### src/rtl/tdc_pkg.sv
// Shared definitions for the TDC result readout: FSM states, status-byte layout and frame sizing.
// Optional macro READOUT_PARITY_EN appends an XOR parity byte to every frame.
package tdc_pkg;

  typedef enum logic [1:0] {
    ST_IDLE  = 2'd0,
    ST_TRACK = 2'd1,
    ST_SEND  = 2'd2,
    ST_CLEAR = 2'd3
  } state_e;

  localparam logic [2:0] STATUS_MARKER = 3'b101;

  localparam int STATUS_OVF_BIT    = 7;
  localparam int STATUS_MARKER_LSB = 4;
  localparam int STATUS_SEQ_LSB    = 0;
  localparam int SEQ_W             = 4;
  localparam int STABLE_CNT_W      = 4;

  function automatic int value_bytes(input int width);
    return width / 8;
  endfunction

  // Status byte plus the value bytes, plus the parity byte when enabled.
  function automatic int frame_bytes(input int width);
`ifdef READOUT_PARITY_EN
    return value_bytes(width) + 2;
`else
    return value_bytes(width) + 1;
`endif
  endfunction

  function automatic logic [7:0] status_byte(input logic ovf, input logic [SEQ_W-1:0] seq);
    logic [7:0] b;
    b = 8'h00;
    b[STATUS_OVF_BIT]                      = ovf;
    b[STATUS_MARKER_LSB +: 3]              = STATUS_MARKER;
    b[STATUS_SEQ_LSB +: SEQ_W]             = seq;
    return b;
  endfunction

endpackage

### src/rtl/tdc_stop_detector.sv
// Watches the armed timer: flags a stop once the value has held for STABLE_CYCLES samples,
// and flags overflow immediately.
module tdc_stop_detector
  import tdc_pkg::*;
#(
  parameter int WIDTH         = 24,
  parameter int STABLE_CYCLES = 2
) (
  input  logic             clk,
  input  logic             reset_n,
  input  logic             arm_i,
  input  logic             track_i,
  input  logic [WIDTH-1:0] timer_value_i,
  input  logic             timer_overflow_i,
  output logic             stop_o,
  output logic             ovf_o
);

  logic [WIDTH-1:0]        prev_q, prev_d;
  logic [STABLE_CNT_W-1:0] cnt_q, cnt_d;
  logic                    same;

  assign same = (timer_value_i == prev_q);

  // NOTE: every variable driven here gets a default first, so no path leaves it unassigned and no latch is inferred.
  always_comb begin
    prev_d = prev_q;
    cnt_d  = cnt_q;
    if (arm_i) begin
      prev_d = timer_value_i;
      cnt_d  = '0;
    end else if (track_i) begin
      prev_d = timer_value_i;
      if (!same)            cnt_d = '0;
      else if (cnt_q != '1) cnt_d = cnt_q + STABLE_CNT_W'(1);
    end
  end

  // NOTE: state registers use non-blocking assignments so all flops update together at the edge.
  always_ff @(posedge clk or negedge reset_n) begin
    if (!reset_n) begin
      prev_q <= '0;
      cnt_q  <= '0;
    end else begin
      prev_q <= prev_d;
      cnt_q  <= cnt_d;
    end
  end

  assign stop_o = track_i && same && (cnt_q == STABLE_CNT_W'(STABLE_CYCLES - 1));
  assign ovf_o  = track_i && timer_overflow_i;

endmodule

### src/rtl/tdc_result_readout.sv
// Captures a stopped/overflowed timer result, streams it as a byte frame over valid/ready,
// then pulses clear_out. Optional macro READOUT_PARITY_EN adds a trailing XOR parity byte.
module tdc_result_readout
  import tdc_pkg::*;
#(
  parameter int WIDTH         = 24,
  parameter int STABLE_CYCLES = 2
) (
  input  logic             clk,
  input  logic             reset_n,
  input  logic             step_set,
  input  logic [WIDTH-1:0] timer_value,
  input  logic             timer_overflow,
  output logic [7:0]       dout,
  output logic             dout_valid,
  input  logic             dout_ready,
  output logic             clear_out,
  output logic             busy
);

  localparam int VALUE_BYTES = value_bytes(WIDTH);
  localparam int FRAME_N     = frame_bytes(WIDTH);
  localparam int IDX_W       = $clog2(FRAME_N);
  localparam logic [IDX_W-1:0] LAST_IDX = IDX_W'(FRAME_N - 1);

  state_e             state_q, state_d;
  logic [WIDTH-1:0]   value_q, value_d;
  logic               ovf_q, ovf_d;
  logic [SEQ_W-1:0]   seq_q, seq_d;
  logic [IDX_W-1:0]   idx_q, idx_d, idx_nxt;
  logic [7:0]         dout_q, dout_d;
  logic               valid_q, valid_d;
  logic [7:0]         next_byte;
  logic               stop_hit, ovf_hit;

  tdc_stop_detector #(
    .WIDTH         (WIDTH),
    .STABLE_CYCLES (STABLE_CYCLES)
  ) u_stop_detector (
    .clk              (clk),
    .reset_n          (reset_n),
    .arm_i            ((state_q == ST_IDLE) && step_set),
    .track_i          (state_q == ST_TRACK),
    .timer_value_i    (timer_value),
    .timer_overflow_i (timer_overflow),
    .stop_o           (stop_hit),
    .ovf_o            (ovf_hit)
  );

  assign idx_nxt = idx_q + IDX_W'(1);

`ifdef READOUT_PARITY_EN
  logic [7:0] parity;
  always_comb begin
    parity = status_byte(ovf_q, seq_q);
    for (int i = 0; i < VALUE_BYTES; i++) parity = parity ^ value_q[WIDTH-1-8*i -: 8];
  end
`endif

  // Byte to present after the current one transfers; value bytes go MSB first.
  always_comb begin
    next_byte = 8'h00;
    for (int i = 0; i < VALUE_BYTES; i++) begin
      if (idx_nxt == IDX_W'(i + 1)) next_byte = value_q[WIDTH-1-8*i -: 8];
    end
`ifdef READOUT_PARITY_EN
    if (idx_nxt == IDX_W'(VALUE_BYTES + 1)) next_byte = parity;
`endif
  end

  always_comb begin
    state_d = state_q;
    value_d = value_q;
    ovf_d   = ovf_q;
    seq_d   = seq_q;
    idx_d   = idx_q;
    dout_d  = dout_q;
    valid_d = valid_q;
    unique case (state_q)
      ST_IDLE: begin
        if (step_set) state_d = ST_TRACK;
      end
      ST_TRACK: begin
        // Abort wins over capture; overflow wins over stop.
        if (!step_set) begin
          state_d = ST_IDLE;
        end else if (ovf_hit || stop_hit) begin
          state_d = ST_SEND;
          value_d = timer_value;
          ovf_d   = ovf_hit;
          idx_d   = '0;
          dout_d  = status_byte(ovf_hit, seq_q);
          valid_d = 1'b1;
        end
      end
      ST_SEND: begin
        if (valid_q && dout_ready) begin
          if (idx_q == LAST_IDX) begin
            valid_d = 1'b0;
            seq_d   = seq_q + SEQ_W'(1);
            state_d = ST_CLEAR;
          end else begin
            idx_d  = idx_nxt;
            dout_d = next_byte;
          end
        end
      end
      ST_CLEAR: begin
        state_d = ST_IDLE;
      end
      default: state_d = ST_IDLE;
    endcase
  end

  always_ff @(posedge clk or negedge reset_n) begin
    if (!reset_n) begin
      state_q <= ST_IDLE;
      value_q <= '0;
      ovf_q   <= 1'b0;
      seq_q   <= '0;
      idx_q   <= '0;
      dout_q  <= 8'h00;
      valid_q <= 1'b0;
    end else begin
      state_q <= state_d;
      value_q <= value_d;
      ovf_q   <= ovf_d;
      seq_q   <= seq_d;
      idx_q   <= idx_d;
      dout_q  <= dout_d;
      valid_q <= valid_d;
    end
  end

  assign dout       = dout_q;
  assign dout_valid = valid_q;
  assign clear_out  = (state_q == ST_CLEAR);
  assign busy       = (state_q != ST_IDLE);

endmodule

### config.mk
export PLATFORM = sky130hd
export DESIGN_NAME = tdc_result_readout
export DESIGN_NICKNAME = d
export VERILOG_FILES = /design/src/rtl/tdc_pkg.sv /design/src/rtl/tdc_stop_detector.sv /design/src/rtl/tdc_result_readout.sv
export SDC_FILE = /design/constraint.sdc
export NUM_CORES = 1
export LEC_CHECK = 0
export BUFFER_PORTS_ARGS = -buffer_cell sky130_fd_sc_hd__buf_2
export CAP_MARGIN = 20
export CELL_PAD_IN_SITES_DETAIL_PLACEMENT = 1
export CELL_PAD_IN_SITES_GLOBAL_PLACEMENT = 1
export CORE_MARGIN = 3
export CORE_UTILIZATION = 46
export CTS_CLUSTER_SIZE = 16
export DETAILED_ROUTE_END_ITERATION = 10
export PLACE_DENSITY_LB_ADDON = 0.1
export REMOVE_ABC_BUFFERS = 1
export SLEW_MARGIN = 5
export SYNTH_ARGS = -nofsm -noshare
export SYNTH_HDL_FRONTEND = slang
export SYNTH_SLANG_ARGS = --single-unit
### constraint.sdc
create_clock -name clk -period 3 [get_ports clk]
set_input_delay 0.3 -clock clk [delete_from_list [all_inputs] [get_ports clk]]
set_output_delay 0.3 -clock clk [all_outputs]
set_load 0.02 [all_outputs]
# Word level (Yosys, flattened, before mapping)
# Index checks and enable logic that the tools add are counted.
dict set report totals {
  reg_bits 69
  wordCells 75
}
dict set report op_classes {
  addsub 3
  n_eq_ne 18
  n_mux 30
  n_reduce_logical 16
}
# cell count
set ops {}
lappend ops {{$mux W8} 7}
lappend ops {{$mux W24} 2}
lappend ops {{$eq A24 B24 Y1} 1}
lappend ops {{$mux W2} 9}
lappend ops {{$mux W4} 4}
lappend ops {{$pmux W8 S2} 1}
lappend ops {{$ne A2 B2 Y1 const B} 6}
lappend ops {{$eq A2 B2 Y1 const B} 5}
lappend ops {{$reduce_and A5 Y1} 2}
lappend ops {{$add A4 B1 Y4 const B} 2}
lappend ops {{$pmux W2 S4} 1}
lappend ops {{$reduce_and A3 Y1} 2}
lappend ops {{$reduce_bool A2 Y1} 3}
lappend ops {{$logic_and A1 B1 Y1} 5}
lappend ops {{$eq A2 B1 Y1 const B} 2}
lappend ops {{$eq A4 B1 Y1 const B} 1}
lappend ops {{$mux W1} 4}
lappend ops {{$ne A4 B4 Y1 const B} 1}
lappend ops {{$pmux W2 S2} 1}
lappend ops {{$reduce_and A4 Y1} 1}
lappend ops {{$ne A3 B2 Y1 const B} 1}
lappend ops {{$ne A3 B3 Y1 const B} 1}
lappend ops {{$add A2 B1 Y2 const B} 1}
lappend ops {{$logic_not A2 Y1} 1}
lappend ops {{3 further kinds} 3}

# Depth between registers and ports, before layout
# Gate-level depths: netlist (run 1).
dict set report logic_depth {
  word_depth 8
  mapped_depth 10
}

# By module
# Synthesis (run 1) repeated with hierarchy kept, for this count alone.
dict set report unflattened {
  cells_unflattened 286
  hier_area_um2 3464.6
}
# module instances cells_each area_each_um2
set by_module_without_submodules {}
lappend by_module_without_submodules {tdc_result_readout 1 172 2015.7}
lappend by_module_without_submodules {tdc_stop_detector 1 114 1448.9}

# Worst setup path before layout (run 1)
# No wires, ideal clock.
dict set report synth_path {
  path_kind {register to register}
  start {register u_stop_detector.prev_q[16]}
  end {register value_q[10]}
  setup_time_ps 125
  t_arrival_ps 1983
  slack_ps 892
  stages_incl_launch_ff 9
  path_cell_list {dfrtp_1 xor2_1 nor4_2 nand4_1 nor3_2 o211a_1 buf_6 buf_12 mux2_4}
}
dict set report synth_via {
  elab_chain_len 5
}
# element line_no
set synth_lines {}
lappend synth_lines {{start: declaration} tdc_stop_detector.sv:19} ;# logic [WIDTH-1:0] prev_q, prev_d;
lappend synth_lines {{start signal: assignment} tdc_stop_detector.sv:45} ;# prev_q <= prev_d;
lappend synth_lines {{$eq A24 B24 Y1} tdc_stop_detector.sv:23} ;# assign same = (timer_value_i == prev_q);
lappend synth_lines {{$logic_and A1 B1 Y1 (2 in series)} tdc_stop_detector.sv:50} ;# assign stop_o = track_i && same && (cnt_q == STABLE_CNT_W'(STABLE_CYCLES - 1));
lappend synth_lines {{$logic_or A1 B1 Y1} tdc_result_readout.sv:87} ;# end else if (ovf_hit || stop_hit) begin
lappend synth_lines {{$reduce_and A3 Y1 (no line)} n/a}
lappend synth_lines {{end signal: assignment} tdc_result_readout.sv:126} ;# value_q <= value_d;
lappend synth_lines {{end: declaration} tdc_result_readout.sv:27} ;# logic [WIDTH-1:0] value_q, value_d;
# Every way passes these cells.
# A chain may end at the register's enable or synchronous reset.

# Worst setup path after layout (run 1)
dict set report layout_path {
  start {register u_stop_detector.prev_q[1]}
  end {register value_q[3]}
}
# The elaborated chain is that of the path after synthesis.

==> impl_metrics.ini, run 1 <==
[drt]
num_vias = 2370
routed_wl_mm = 7.57
ant_nets = 0
routedWlPerCell_um = 16.4
drt_iter0_drc = 88
vias_per_cell = 5.13
drt_pass1_iterations = 4
drc = 0

[die]
coreArea_mm2 = 0.00702
die-area_mm2 = 0.00853
dieWidth_um = 92.4
initial_core_util = 0.489
rows = 30
fp.dieH_um = 92.4
io_pins = 40

[timing]
rsz0062_at_grt = no
layout_min_cycle_time_ns = 2.48
worst_pin_slew_ns = 0.583
max_freq_ghz = 0.403
finClkSkew_ns = 0.00698
maxSlewHeadroom = 0.611
hold_ws_ns = 0.190
setup_viol = 0
finalCritPeriodShare = 0.826
tns_ns = 0
finalHoldViolCount = 0
slew_violations = 0
layout_setup_ws_ns = 0.521

[clock_network]
path_clk_slew_ns = 0.07
cts_buffers = 9
cts_tree = yes
cts-root-buf = clkbuf_8
clock_path_buffers = 2
h-tree-depth = 3
insertion_delay_ns = 0.34
cts_sinks = 69

[logic_synthesis]
ys_seq_area_frac = 0.503
yosysWarnings = 0
synth.avg_cell_area_um2 = 10.7
synth_ff_type = dfrtp_1
async_flop_share = 1.00
yosysTopAreaCellShare = 0.503
synth-seq-cells = 69
syn_area_mm2 = 0.00343
synth_edf_count = 0
yosysTopAreaCell = dfrtp_1
netlist_instances = 320
synthDistinctLibCells = 38
netlist_top_cells_area = dfrtp_1 50%, nand2_1 9.8%, mux2_4 7.9%, xor2_1 6.1%, mux2_2 4.9%

[worst_setup_path]
worstSetupPathType = register to register
start_kind = register
cp.required_ns = 3.22
critPathCaptureType = register
cp.arrival_ns = 2.70
path_max_fanout = 25

[finish]
mostFrequentLayoutCell = nand2_1
syn_to_final_growth_pct = 12.8
nFillCells = 823
layout-drive-gt1-share = 0.273
final_cell_mix = 90 x nand2_1, 69 x dfrtp_1, 39 x buf_2
diodes = 0
finalNetCount = 398

[pwr]
ir_drop_v = 0.000454
p_leak_uw = 0.00189
powerDensity_mw_per_mm2 = 863
p_total_uw = 3340

[placed_design]
hpwl_mm = 5.53
place_ws_ns = 0.440
place.gp.congestion = 0.771
io_buffers = 39

[global_routing]
track_usage = 0.197
antenna_found_initial = 0
grt_pass1_wl_mm = 12.9
grt_pass1_vias = 2523
grt_start_max_net_pins = 33
grt_remaining_overflow = 0

[outcome]
outcome = finished clean

[hold_path]
hold_class = input pin to register

[job]
cap_violations = 0
layer usage:
metal	vias up	track usage	wire [um]
met5	-	0	0
met1	1169	0.276	3740
met4	0	0.0594	73
li1	1150	-	-
met2	46	0.307	3480
met3	5	0.0447	280
cell families (layout without fill, tap and decap cells):
family	Yosys count	in the layout	synth area share
DFF	69	69	0.503
buffers and inverters	17	63	0.0303
adders and majority gates	7	7	0.0255
xor gates and xnor gates	27	27	0.0689
muxes	33	33	0.128
and+or+nand+nor	134	134	0.176
AOI/OAI and AO/OA	33	33	0.0682
path summary, 6_finish.rpt:
check | start | endpoint | slack, ns | cells past startpoint
worst min register to register | seq_q[3]$_DFFE_PN0P_ | seq_q[3]$_DFFE_PN0P_ | 0.47 | 1
worst max register to register | u_stop_detector.prev_q[1]$_DFFE_PN0P_ | value_q[3]$_DFFE_PN0P_ | 0.52 | 7
max in group asynchronous | reset_n | value_q[1]$_DFFE_PN0P_ | 1.80 | 3
worst min-delay path | timer_value[9] | u_stop_detector.prev_q[9]$_DFFE_PN0P_ | 0.19 | 3
min in group asynchronous | reset_n | value_q[13]$_DFFE_PN0P_ | 0.43 | 2
worst max-delay path | u_stop_detector.prev_q[1]$_DFFE_PN0P_ | value_q[3]$_DFFE_PN0P_ | 0.52 | 7
where the power goes:
group	internal, uW	total [uW]	switching, uW
Clock	317	651	334
Combinational	555	1190	638
Sequential	1260	1500	232
stage by stage:
stage                     instances   util  area [um2]
after floorplan                 307      -        3340
after global placement          446  0.527        3700
after detailed placement        446  0.527        3700
after CTS                       462  0.551        3870
after global routing            462  0.551        3870
final                           462  0.551        3870
what timing repair did:
item / CTS / global route
gates resized for setup: 0 / 0
endpoints found under the hold margin: 15 / 0
buffers inserted: 0 / 0
hold buffers: 1 / 0
layout make-up:
cell class / instances / area [um2] / share of cell area
sequential: 69 / 1730 / 0.446
multi-input combinational: 234 / 1600 / 0.414
timing repair buffer: 44 / 248 / 0.0640
clock buffer: 13 / 149 / 0.0385
tap: 96 / 120 / 0.0310
inverter: 4 / 15.0 / 0.00388
clock inverter: 2 / 10.0 / 0.00259
synthesized netlist by cell type (2+ instances only):
library cell	n
nor4_2	4
a22oi_1	7
o21ai_0	6
nor4_1	2
or2_2	4
nand4_1	2
nand3_1	2
clkbuf_1	10
nor2b_1	2
a22o_1	3
dfrtp_1	69
nor2_1	13
o211ai_1	2
mux2_4	18
ha_1	7
mux2_2	15
nand2b_1	3
inv_1	4
buf_12	2
nand2_1	90
nor3_1	5
xor2_1	24
xnor2_1	3
a21o_1	2
a21oi_1	8
registers in the layout, summed over array words and instances (netlist names), named ones only:
register                flops
state_q                     1
idx_q                       2
u_stop_detector.prev_q     24
u_stop_detector.cnt_q       4
dout                        8
dout_valid                  1
value_q                    24
seq_q                       4
worst max-delay path: stages, from the launching register on:
cell	delay, ns
dfrtp_1	0.39
xor2_1	0.18
nor4_2	0.37
nand4_1	0.22
nor3_2	0.36
o211a_1	0.25
buf_12	0.22
mux2_2	0.36
No activity file was read; power rests on OpenSTA's default activity.
==> run 2: changes to the inputs <==
==> constraint.sdc (replaced) <==
create_clock -name clk -period 2.3 [get_ports clk]
set_input_delay 0.23 -clock clk [delete_from_list [all_inputs] [get_ports clk]]
set_output_delay 0.23 -clock clk [all_outputs]
set_load 0.02 [all_outputs]
==> run 2 against run 1 <==
Net effect:
- cell count increased by 2.4%
- power is 34% higher
- design area grew 3.6%
- flip-flop and latch count did not move
- hold slack worse by 0.073 ns
- fmax rose by 9.5%
- sequential share of layout area down 1.5 points
- via count increased by 3.6%
- register-to-register slack lost 0.48 ns
- clock power increased by 30%
- global-route usage up 1.2 points
- highest routed layer unchanged
==> impl_metrics.ini, run 2 (synthesized netlist as in run 1, its figures left out) <==
[outcome]
outcome = finished clean

[clock_network]
clock_path_buffers = 2
cts_buffers = 9
cts-root-buf = clkbuf_8
cts_tree = yes
insertion_delay_ns = 0.34
cts_sinks = 69
h-tree-depth = 3
path_clk_slew_ns = 0.08

[timing]
layout_min_cycle_time_ns = 2.26
rsz0062_at_grt = yes
finalHoldViolCount = 0
max_freq_ghz = 0.442
worst_pin_slew_ns = 0.632
slew_violations = 0
finClkSkew_ns = 0.00841
tns_ns = 0
layout_setup_ws_ns = 0.0367
setup_viol = 0
finalCritPeriodShare = 0.984
maxSlewHeadroom = 0.576

[drt]
ant_nets = 0
drt_iter0_drc = 68
drt_pass1_iterations = 4
met2_length_mm = 4.15
num_vias = 2455
met3_length_um = 252
routedWlPerCell_um = 17.5
wl_met1_mm = 3.74
highest_layer = met4
vias_per_cell = 5.19
drc = 0
routed_wl_mm = 8.28

[worst_setup_path]
cp.arrival_ns = 2.49
critPathCaptureType = register
crit_slowest_cell = dfrtp_1
worstSetupPathType = register to register
cp_top_family = simple AND/OR/NAND/NOR gates
path_max_fanout = 8
worst_path_largest_cell_delay_ns = 0.40
path_buf_inv = 2
path_cells = xor2_1, nor4_2, nand4_1, nor3_2, o211a_4, buf_12, buf_16, mux2_4
cp.required_ns = 2.53
start_kind = register

[finish]
final_cell_mix = 90 x nand2_1, 69 x dfrtp_1, 39 x buf_2
diodes = 0
finalNetCount = 408
nFillCells = 805
seqCellArea_mm2 = 0.00173
multi_input_area_mm2 = 0.00163
mostFrequentLayoutCell = nand2_1
final_cells = 473
layout-drive-gt1-share = 0.302
syn_to_final_growth_pct = 16.8
fin_util = 0.571

[job]
cap_violations = 0

[placed_design]
place.gp.congestion = 0.753
io_buffers = 39
dp.cells = 450
place_ws_ns = -0.0587
hpwl_mm = 5.56

[hold_path]
hold_class = input pin to register

[global_routing]
grt_start_max_net_pins = 70
antenna_found_initial = 0
grt_pass1_vias = 2562
grt_pass1_wl_mm = 13.6
grt_remaining_overflow = 0
track_usage = 0.209

[pwr]
ir_drop_v = 0.000480
p_leak_uw = 0.00195
powerDensity_mw_per_mm2 = 1110

[die]
rows = 30
dieWidth_um = 92.4
die-area_mm2 = 0.00853
initial_core_util = 0.489
coreArea_mm2 = 0.00702
io_pins = 40
fp.dieH_um = 92.4
[run 2: changes by cell type in the layout (fill, tap and decap cells not counted), sizes merged]
cell      change
buf           +9
clkbuf        -2
clkinv        +2
clkinvlp      +1
o31ai         +1
[run 2: path summary, 6_finish.rpt]
check	from	endpoint	slack [ns]	cells after the start
max	u_stop_detector.prev_q[1]$_DFFE_PN0P_	value_q[16]$_DFFE_PN0P_	0.04	8
min	timer_value[12]	u_stop_detector.prev_q[12]$_DFFE_PN0P_	0.12	3
max reg2reg	u_stop_detector.prev_q[1]$_DFFE_PN0P_	value_q[16]$_DFFE_PN0P_	0.04	8
min reg2reg	seq_q[3]$_DFFE_PN0P_	seq_q[3]$_DFFE_PN0P_	0.49	1
max in group asynchronous	reset_n	u_stop_detector.prev_q[22]$_DFFE_PN0P_	1.55	3
min in group asynchronous	reset_n	u_stop_detector.prev_q[3]$_DFFE_PN0P_	0.43	3
[run 2: timing repair]
item,CTS,global route
hold buffers,1,0
buffers inserted,4,2
resized for setup,1,7
pin swaps,4,6
hold endpoints to repair,69,0
setup endpoints to repair,20,34
cloned,1,1
[run 2: worst register-to-register path, stage by stage, from the launching register on]
cell and delay (ns):
dfrtp_1 0.40, xor2_1 0.17, nor4_2 0.35, nand4_1 0.21, nor3_2 0.27, o211a_4 0.22
buf_12 0.11, buf_16 0.13, mux2_4 0.29
[run 2: area by class of cell]
type                       instances  share of cell area
sequential                        69               0.431
clock buffer                      11              0.0328
tap                               96              0.0300
clock inverter                     5             0.00687
multi-input combinational        235               0.407
timing repair buffer              53              0.0887
inverter                           4             0.00375
[run 2: report_power, final]
group | internal [uW] | leakage (uW) | switching, uW | total (uW)
clock | 384 | 0.0000829 | 462 | 847
sequential | 1650 | 0.000849 | 316 | 1960
combinational | 775 | 0.00102 | 876 | 1650
[run 2: metrics by stage]
| step | hold slack (ns) | total power (uW) | cell area [um2] |
|---|---|---|---|
| final | 0.116 | 4460 | 4010 |
| after floorplan | -0.0656 | 3020 | 3340 |
| after detailed placement | 0.288 | 3590 | 3740 |
| after global placement | 0.287 | 3490 | 3740 |
| after global routing | 0.128 | 4790 | 4010 |
| after CTS | 0.108 | 4490 | 3980 |
[run 2: per-layer routing]
layer | GRT usage | vias up
li1 | - | 1179
met1 | 0.282 | 1219
met2 | 0.340 | 46
met3 | 0.0301 | 11
met4 | 0.0829 | 0
met5 | 0 | -
